File: config.mk
export PLATFORM = sky130hd
export DESIGN_NAME = id_ex_pipe_reg
export DESIGN_NICKNAME = d
export VERILOG_FILES = /design/src/rtl/id_ex_pipe_reg.sv
export SDC_FILE = /design/constraint.sdc
export NUM_CORES = 1
export LEC_CHECK = 0
export ABC_CLOCK_PERIOD_IN_PS = 6340
export CAP_MARGIN = 20
export CORE_AREA = 3 3 145 147
export CTS_BUF_LIST = sky130_fd_sc_hd__clkbuf_8
export DETAILED_ROUTE_END_ITERATION = 10
export DIE_AREA = 0 0 148 150
export PLACE_DENSITY = 0.88
export SLEW_MARGIN = 10
export SYNTH_ARGS = -nofsm -noshare
export SYNTH_HDL_FRONTEND = slang
export SYNTH_SLANG_ARGS = --single-unit
File: constraint.sdc
create_clock -name clk -period 6.34 [get_ports clk]
set_input_delay 0.634 -clock clk [delete_from_list [all_inputs] [get_ports clk]]
set_output_delay 0.634 -clock clk [all_outputs]
set_load 0.01 [all_outputs]
File: src/rtl/id_ex_pipe_reg.sv
// ID->EX pipeline register: latches operands and decoded fields for EX, detects
// load-use hazards (bubble insert + ID hold), holds on EX stall while refreshing
// operands from writeback, and clears the control fields on flush.
module id_ex_pipe_reg #(
    parameter int unsigned XLEN   = 32,
    parameter int unsigned CTRL_W = 16,
    parameter int unsigned CNT_W  = 16
) (
    input  logic              clk,
    input  logic              rst,
    input  logic              id_valid_in,
    input  logic [XLEN-1:0]   id_pc_in,
    input  logic [4:0]        id_rs1_addr,
    input  logic [4:0]        id_rs2_addr,
    input  logic [4:0]        id_rd_addr,
    input  logic [1:0]        id_rs_use,
    input  logic [XLEN-1:0]   id_rs1_data,
    input  logic [XLEN-1:0]   id_rs2_data,
    input  logic [XLEN-1:0]   id_imm,
    input  logic [CTRL_W-1:0] id_ctrl,
    input  logic              id_is_load,
    input  logic              id_reg_write,
    input  logic              wb_valid_in,
    input  logic [4:0]        wb_addr_in,
    input  logic [XLEN-1:0]   wb_data_in,
    input  logic              ex_stall_in,
    input  logic              flush_in,
    output logic              ex_valid_out,
    output logic [XLEN-1:0]   ex_pc_out,
    output logic [4:0]        ex_rd_addr_out,
    output logic [XLEN-1:0]   ex_rs1_data_out,
    output logic [XLEN-1:0]   ex_rs2_data_out,
    output logic [XLEN-1:0]   ex_imm_out,
    output logic [CTRL_W-1:0] ex_ctrl_out,
    output logic              ex_is_load_out,
    output logic              ex_reg_write_out,
    output logic              id_stall_out,
    output logic              load_use_hazard,
    output logic [CNT_W-1:0]  bubble_cnt
);

    typedef enum logic {
        ST_RUN    = 1'b0,
        ST_BUBBLE = 1'b1
    } state_e;

    state_e            state_q, state_d;
    logic              valid_q, valid_d;
    logic [XLEN-1:0]   pc_q, pc_d;
    logic [4:0]        rd_q, rd_d;
    logic [4:0]        rs1_addr_q, rs1_addr_d;
    logic [4:0]        rs2_addr_q, rs2_addr_d;
    logic [XLEN-1:0]   rs1_data_q, rs1_data_d;
    logic [XLEN-1:0]   rs2_data_q, rs2_data_d;
    logic [XLEN-1:0]   imm_q, imm_d;
    logic [CTRL_W-1:0] ctrl_q, ctrl_d;
    logic              is_load_q, is_load_d;
    logic              reg_write_q, reg_write_d;
    logic [CNT_W-1:0]  cnt_q, cnt_d;
    logic              hazard;

    // Load-use detect against the load currently held in EX, and the ID hold request.
    always_comb begin
        hazard = id_valid_in & valid_q & is_load_q & (rd_q != 5'd0) &
                 ((id_rs_use[0] & (rd_q == id_rs1_addr)) |
                  (id_rs_use[1] & (rd_q == id_rs2_addr)));
        id_stall_out    = ~flush_in & (ex_stall_in | hazard);
        load_use_hazard = hazard;
    end

    // Next-state: flush > stall (with WB refresh) > bubble insert > capture.
    always_comb begin
        state_d     = state_q;
        valid_d     = valid_q;
        pc_d        = pc_q;
        rd_d        = rd_q;
        rs1_addr_d  = rs1_addr_q;
        rs2_addr_d  = rs2_addr_q;
        rs1_data_d  = rs1_data_q;
        rs2_data_d  = rs2_data_q;
        imm_d       = imm_q;
        ctrl_d      = ctrl_q;
        is_load_d   = is_load_q;
        reg_write_d = reg_write_q;
        cnt_d       = cnt_q;
        if (flush_in) begin
            valid_d     = 1'b0;
            ctrl_d      = '0;
            is_load_d   = 1'b0;
            reg_write_d = 1'b0;
            rd_d        = '0;
            state_d     = ST_RUN;
        end else if (ex_stall_in) begin
            if (wb_valid_in && (wb_addr_in != 5'd0)) begin
                if (wb_addr_in == rs1_addr_q) rs1_data_d = wb_data_in;
                if (wb_addr_in == rs2_addr_q) rs2_data_d = wb_data_in;
            end
        end else if (hazard) begin
            valid_d     = 1'b0;
            ctrl_d      = '0;
            is_load_d   = 1'b0;
            reg_write_d = 1'b0;
            rd_d        = '0;
            state_d     = ST_BUBBLE;
            if (cnt_q != '1) cnt_d = cnt_q + 1'b1;
        end else begin
            state_d = ST_RUN;
            if (id_valid_in) begin
                valid_d     = 1'b1;
                pc_d        = id_pc_in;
                rd_d        = id_rd_addr;
                rs1_addr_d  = id_rs1_addr;
                rs2_addr_d  = id_rs2_addr;
                rs1_data_d  = id_rs1_data;
                rs2_data_d  = id_rs2_data;
                imm_d       = id_imm;
                ctrl_d      = id_ctrl;
                is_load_d   = id_is_load;
                reg_write_d = id_reg_write;
            end else begin
                valid_d     = 1'b0;
                ctrl_d      = '0;
                is_load_d   = 1'b0;
                reg_write_d = 1'b0;
                rd_d        = '0;
            end
        end
    end

    // State register with synchronous reset.
    always_ff @(posedge clk) begin
        if (rst) begin
            state_q     <= ST_RUN;
            valid_q     <= 1'b0;
            pc_q        <= '0;
            rd_q        <= '0;
            rs1_addr_q  <= '0;
            rs2_addr_q  <= '0;
            rs1_data_q  <= '0;
            rs2_data_q  <= '0;
            imm_q       <= '0;
            ctrl_q      <= '0;
            is_load_q   <= 1'b0;
            reg_write_q <= 1'b0;
            cnt_q       <= '0;
        end else begin
            state_q     <= state_d;
            valid_q     <= valid_d;
            pc_q        <= pc_d;
            rd_q        <= rd_d;
            rs1_addr_q  <= rs1_addr_d;
            rs2_addr_q  <= rs2_addr_d;
            rs1_data_q  <= rs1_data_d;
            rs2_data_q  <= rs2_data_d;
            imm_q       <= imm_d;
            ctrl_q      <= ctrl_d;
            is_load_q   <= is_load_d;
            reg_write_q <= reg_write_d;
            cnt_q       <= cnt_d;
        end
    end

    assign ex_valid_out     = valid_q;
    assign ex_pc_out        = pc_q;
    assign ex_rd_addr_out   = rd_q;
    assign ex_rs1_data_out  = rs1_data_q;
    assign ex_rs2_data_out  = rs2_data_q;
    assign ex_imm_out       = imm_q;
    assign ex_ctrl_out      = ctrl_q;
    assign ex_is_load_out   = is_load_q;
    assign ex_reg_write_out = reg_write_q;
    assign bubble_cnt       = cnt_q;

endmodule

==> results.md <==
- Synth cell count leaders: dfxtp_1 (178), nand2_1 (157), a21oi_1 (120)
- Gate power share: 17.5%
- Clk Latency, worst-skew pair: 0.44 ns
- Switching Share: 27.85%
- RePlAce Congestion: 0.8803
- Vias per inst: 5.179
- Worst Hold Depth: 2
- EDFF count, synth: 0
- Skew final: 0.02091 ns
- Syn Inst Count: 869
- Setup slack at placement: 2.209 ns
- # rows: 52
- Min cycle time layout: 4.232 ns
- Critical R2R Launch: ex_rd_addr_out[0]
- Setup repair bufs after CTS: 0
- Initial DRC count: 453
- Num ports: 376
- Avg Cell Area, Syn: 8.603 µm²
- Tot Pwr: 2.367 mW
- TritonCTS clock tree: done
- Post-synthesis sequential area ratio: 47.67%
- Synth area leaders: dfxtp_1 (48%), a21oi_1 (8.0%), nand2_1 (7.9%)
- Die area: 22200 µm²
- Chip height: 150 µm
- #FFs+latches synth: 178
- Residual DRC: 0
- Crit path required time: 5.71 ns
- Synthesized area: 7476 µm²
- Status: completed
- Grt total ovfl: 0
- Peak VDD IR: 0.0001471 V
- Internal reg-to-reg setup slack: 3.02 ns
- Clk sinks: 178
- Int Power: 1.708 mW
- Worst hold slack: 0.4563 ns
- Drt first pass iters: 5
- N_diodes: 0
- Antenna Nets Post-Route: 0
- Pin count of the biggest net entering global routing: 96
- Final TNS setup: 0 ns
- Placed Cells: 1445
- CTS root buffer: clkbuf_8
- CTS Buf Count: 17
- RSZ-0062 raised after global routing: false
- Final hold violation count: 0
- H-tree levels: 4
- Per-cell routed wire length: 17.24 µm
- Die Width: 148 µm
- Fin nets: 1401
- YS warnings: 0
- Vias in the first global route: 7356
- Asr flop ratio synth: 0%
- Clock Power Share: 32.3%
- FF-to-FF End: ex_rs1_data_out[24]
- First-pass GRT wire length: 39.07 mm
- Most used DFF post-synth: dfxtp_1
- Clock transition at path regs: 0.09 ns
- WHS Endpoint: ex_pc_out[2]
- Sw Pwr: 659.2 µW
- Slew @ Worst Pin: 1.021 ns
- Initial antenna violation count: 0
- Final Setup Violations: 0
- Final Non-Filler Cells: 1477
- PortBufs: 375
- Hold path start: ex_pc_out[2]
- Synth cell types: 44
- Crit Path Category: in -> out
- Fraction of layout cells with a size suffix above 1: 4.557%
- Worst min path class: reg -> reg
- R2R cell count: 7
- Part of the power in registers: 50.2%
- Crit share post-route: 66.74%
- P&R area growth vs syn: 56.42%
- Worst Setup End Kind: output pin
- Vias post-DR: 7649
- Max Cap Viol: 0
- Post-CTS sizing: 0
- Core ar.: 20040 µm²
- Detail Placement HPWL: 18.47 mm
- Hold_buf cts: 0
- Routed Wire Length: 25.46 mm
- Cell with the most instances after synthesis: dfxtp_1
- CP Data Arrival Time: 3.60 ns
- Min setup slack post-route: 2.108 ns
- Crit path max fanout: 25
- LEAKAGE: 4.041 nW
- Critical path launch point type: input pin
- Clk buf depth: 2
- Starting Density: 37.31%
- Peak Freq: 0.2363 GHz
- Total GRT Usage: 21.58%
- Net count after synthesis: 1076
- Share of the synthesized area in the top cell type: 47.67%
- Relative slew slack: 31.90%
- Leading area contributor after synthesis: dfxtp_1
- Power per cell area: 202.4 nW/µm²
- Slew Viols, Final: 0
==> sequential cells by signal, indices dropped and copies added, names as in the netlist <==
signal            count
ex_imm_out           32
ex_pc_out            32
ex_rs1_data_out      32
ex_rs2_data_out      32
bubble_cnt           16
ex_ctrl_out          16
ex_rd_addr_out        5
rs1_addr_q            5
rs2_addr_q            5
ex_is_load_out        1
ex_reg_write_out      1
ex_valid_out          1
==> area by class of cell <==
cell class | count | area, µm²
clock inverter | 14 | 142.6
fill | 1707 | 8346
timing repair buffer | 382 | 3801
sequential | 178 | 3563
inverter | 40 | 150.1
multi-input combinational | 575 | 3451
tap | 270 | 337.8
clock buffer | 18 | 247.7
==> per-layer routing <==
layer | global-route usage (%) | vias to the layer above | wire, µm
li1 | - | 3724 | -
met1 | 24.66 | 3577 | 9822
met2 | 38.05 | 316 | 12780
met3 | 7.783 | 32 | 2356
met4 | 6.143 | 0 | 501
met5 | 0 | - | 0
==> worst max-delay path, stage by stage <==
cell	delay, ns
clkdlybuf4s50_1	0.47
xnor2_1	0.25
nand2_1	0.11
o22ai_1	0.52
nand2_1	0.72
inv_1	0.24
o21a_1	0.13
clkdlybuf4s50_1	0.53
==> layout by cell type, fill, tap and decap left out, types with 3 or more instances in the layout <==
cell / Yosys / final
or4_1: 5 / 5
clkdlybuf4s50_1: 0 / 373
or3_1: 9 / 9
mux2i_1: 33 / 33
nor2_1: 30 / 30
xnor2_1: 17 / 17
a32oi_1: 23 / 23
clkbuf_8: 0 / 18
a221oi_2: 7 / 7
nand2_1: 157 / 157
nand4_1: 7 / 7
inv_1: 40 / 40
a311oi_1: 32 / 32
a221oi_1: 25 / 25
a21oi_1: 120 / 119
nor2b_1: 34 / 34
nand3_1: 5 / 5
clkinv_8: 0 / 3
dfxtp_1: 178 / 178
buf_4: 0 / 9
o31ai_1: 4 / 4
inv_6: 0 / 5
xor2_1: 4 / 4
o21ai_0: 41 / 41
==> worst max path at each step <==
stage | cells after the start | startpoint | slack [ns] | to
4_1_cts | 8 | id_rs1_addr[3] | 2.19 | id_stall_out
3_3_place_gp | 8 | id_rs1_addr[0] | 2.25 | id_stall_out
2_1_floorplan | 5 | ex_stall_in | 3.66 | id_stall_out
3_5_place_dp | 8 | id_rs1_addr[0] | 2.21 | id_stall_out
5_1_grt | 8 | id_rs1_addr[2] | 1.92 | id_stall_out
6_report | 8 | id_rs2_addr[2] | 2.11 | id_stall_out
==> power groups by stage <==
stage / Clock, mW / Sequential, mW / Combinational (mW)
final: 0.764 / 1.19 / 0.414
after detailed placement: 0 / 1.21 / 0.414
after global routing: 0.839 / 1.20 / 0.443
after CTS: 0.789 / 1.19 / 0.415
after floorplan: 0 / 1.23 / 0.136
after global placement: 0 / 1.21 / 0.406
==> through the flow <==
stage | util, % | cell area [µm²]
floorplan | - | 7476
global route | 58.35 | 11690
detailed placement | 56.41 | 11300
global placement | 56.41 | 11300
finish | 58.35 | 11690
CTS | 58.35 | 11690
==> cell families (layout without fill, tap and decap cells) <==
family	Yosys count	in the layout	share of synthesized area, %
compound gates	263	263	23.23
mux	34	34	4.569
fa+ha+maj	1	1	0.1673
flops	178	178	47.67
simple gates	256	256	15.38
buf+inv	116	454	6.527
xor+xnor	21	21	2.460
No activity file was read; power rests on OpenSTA's default activity.
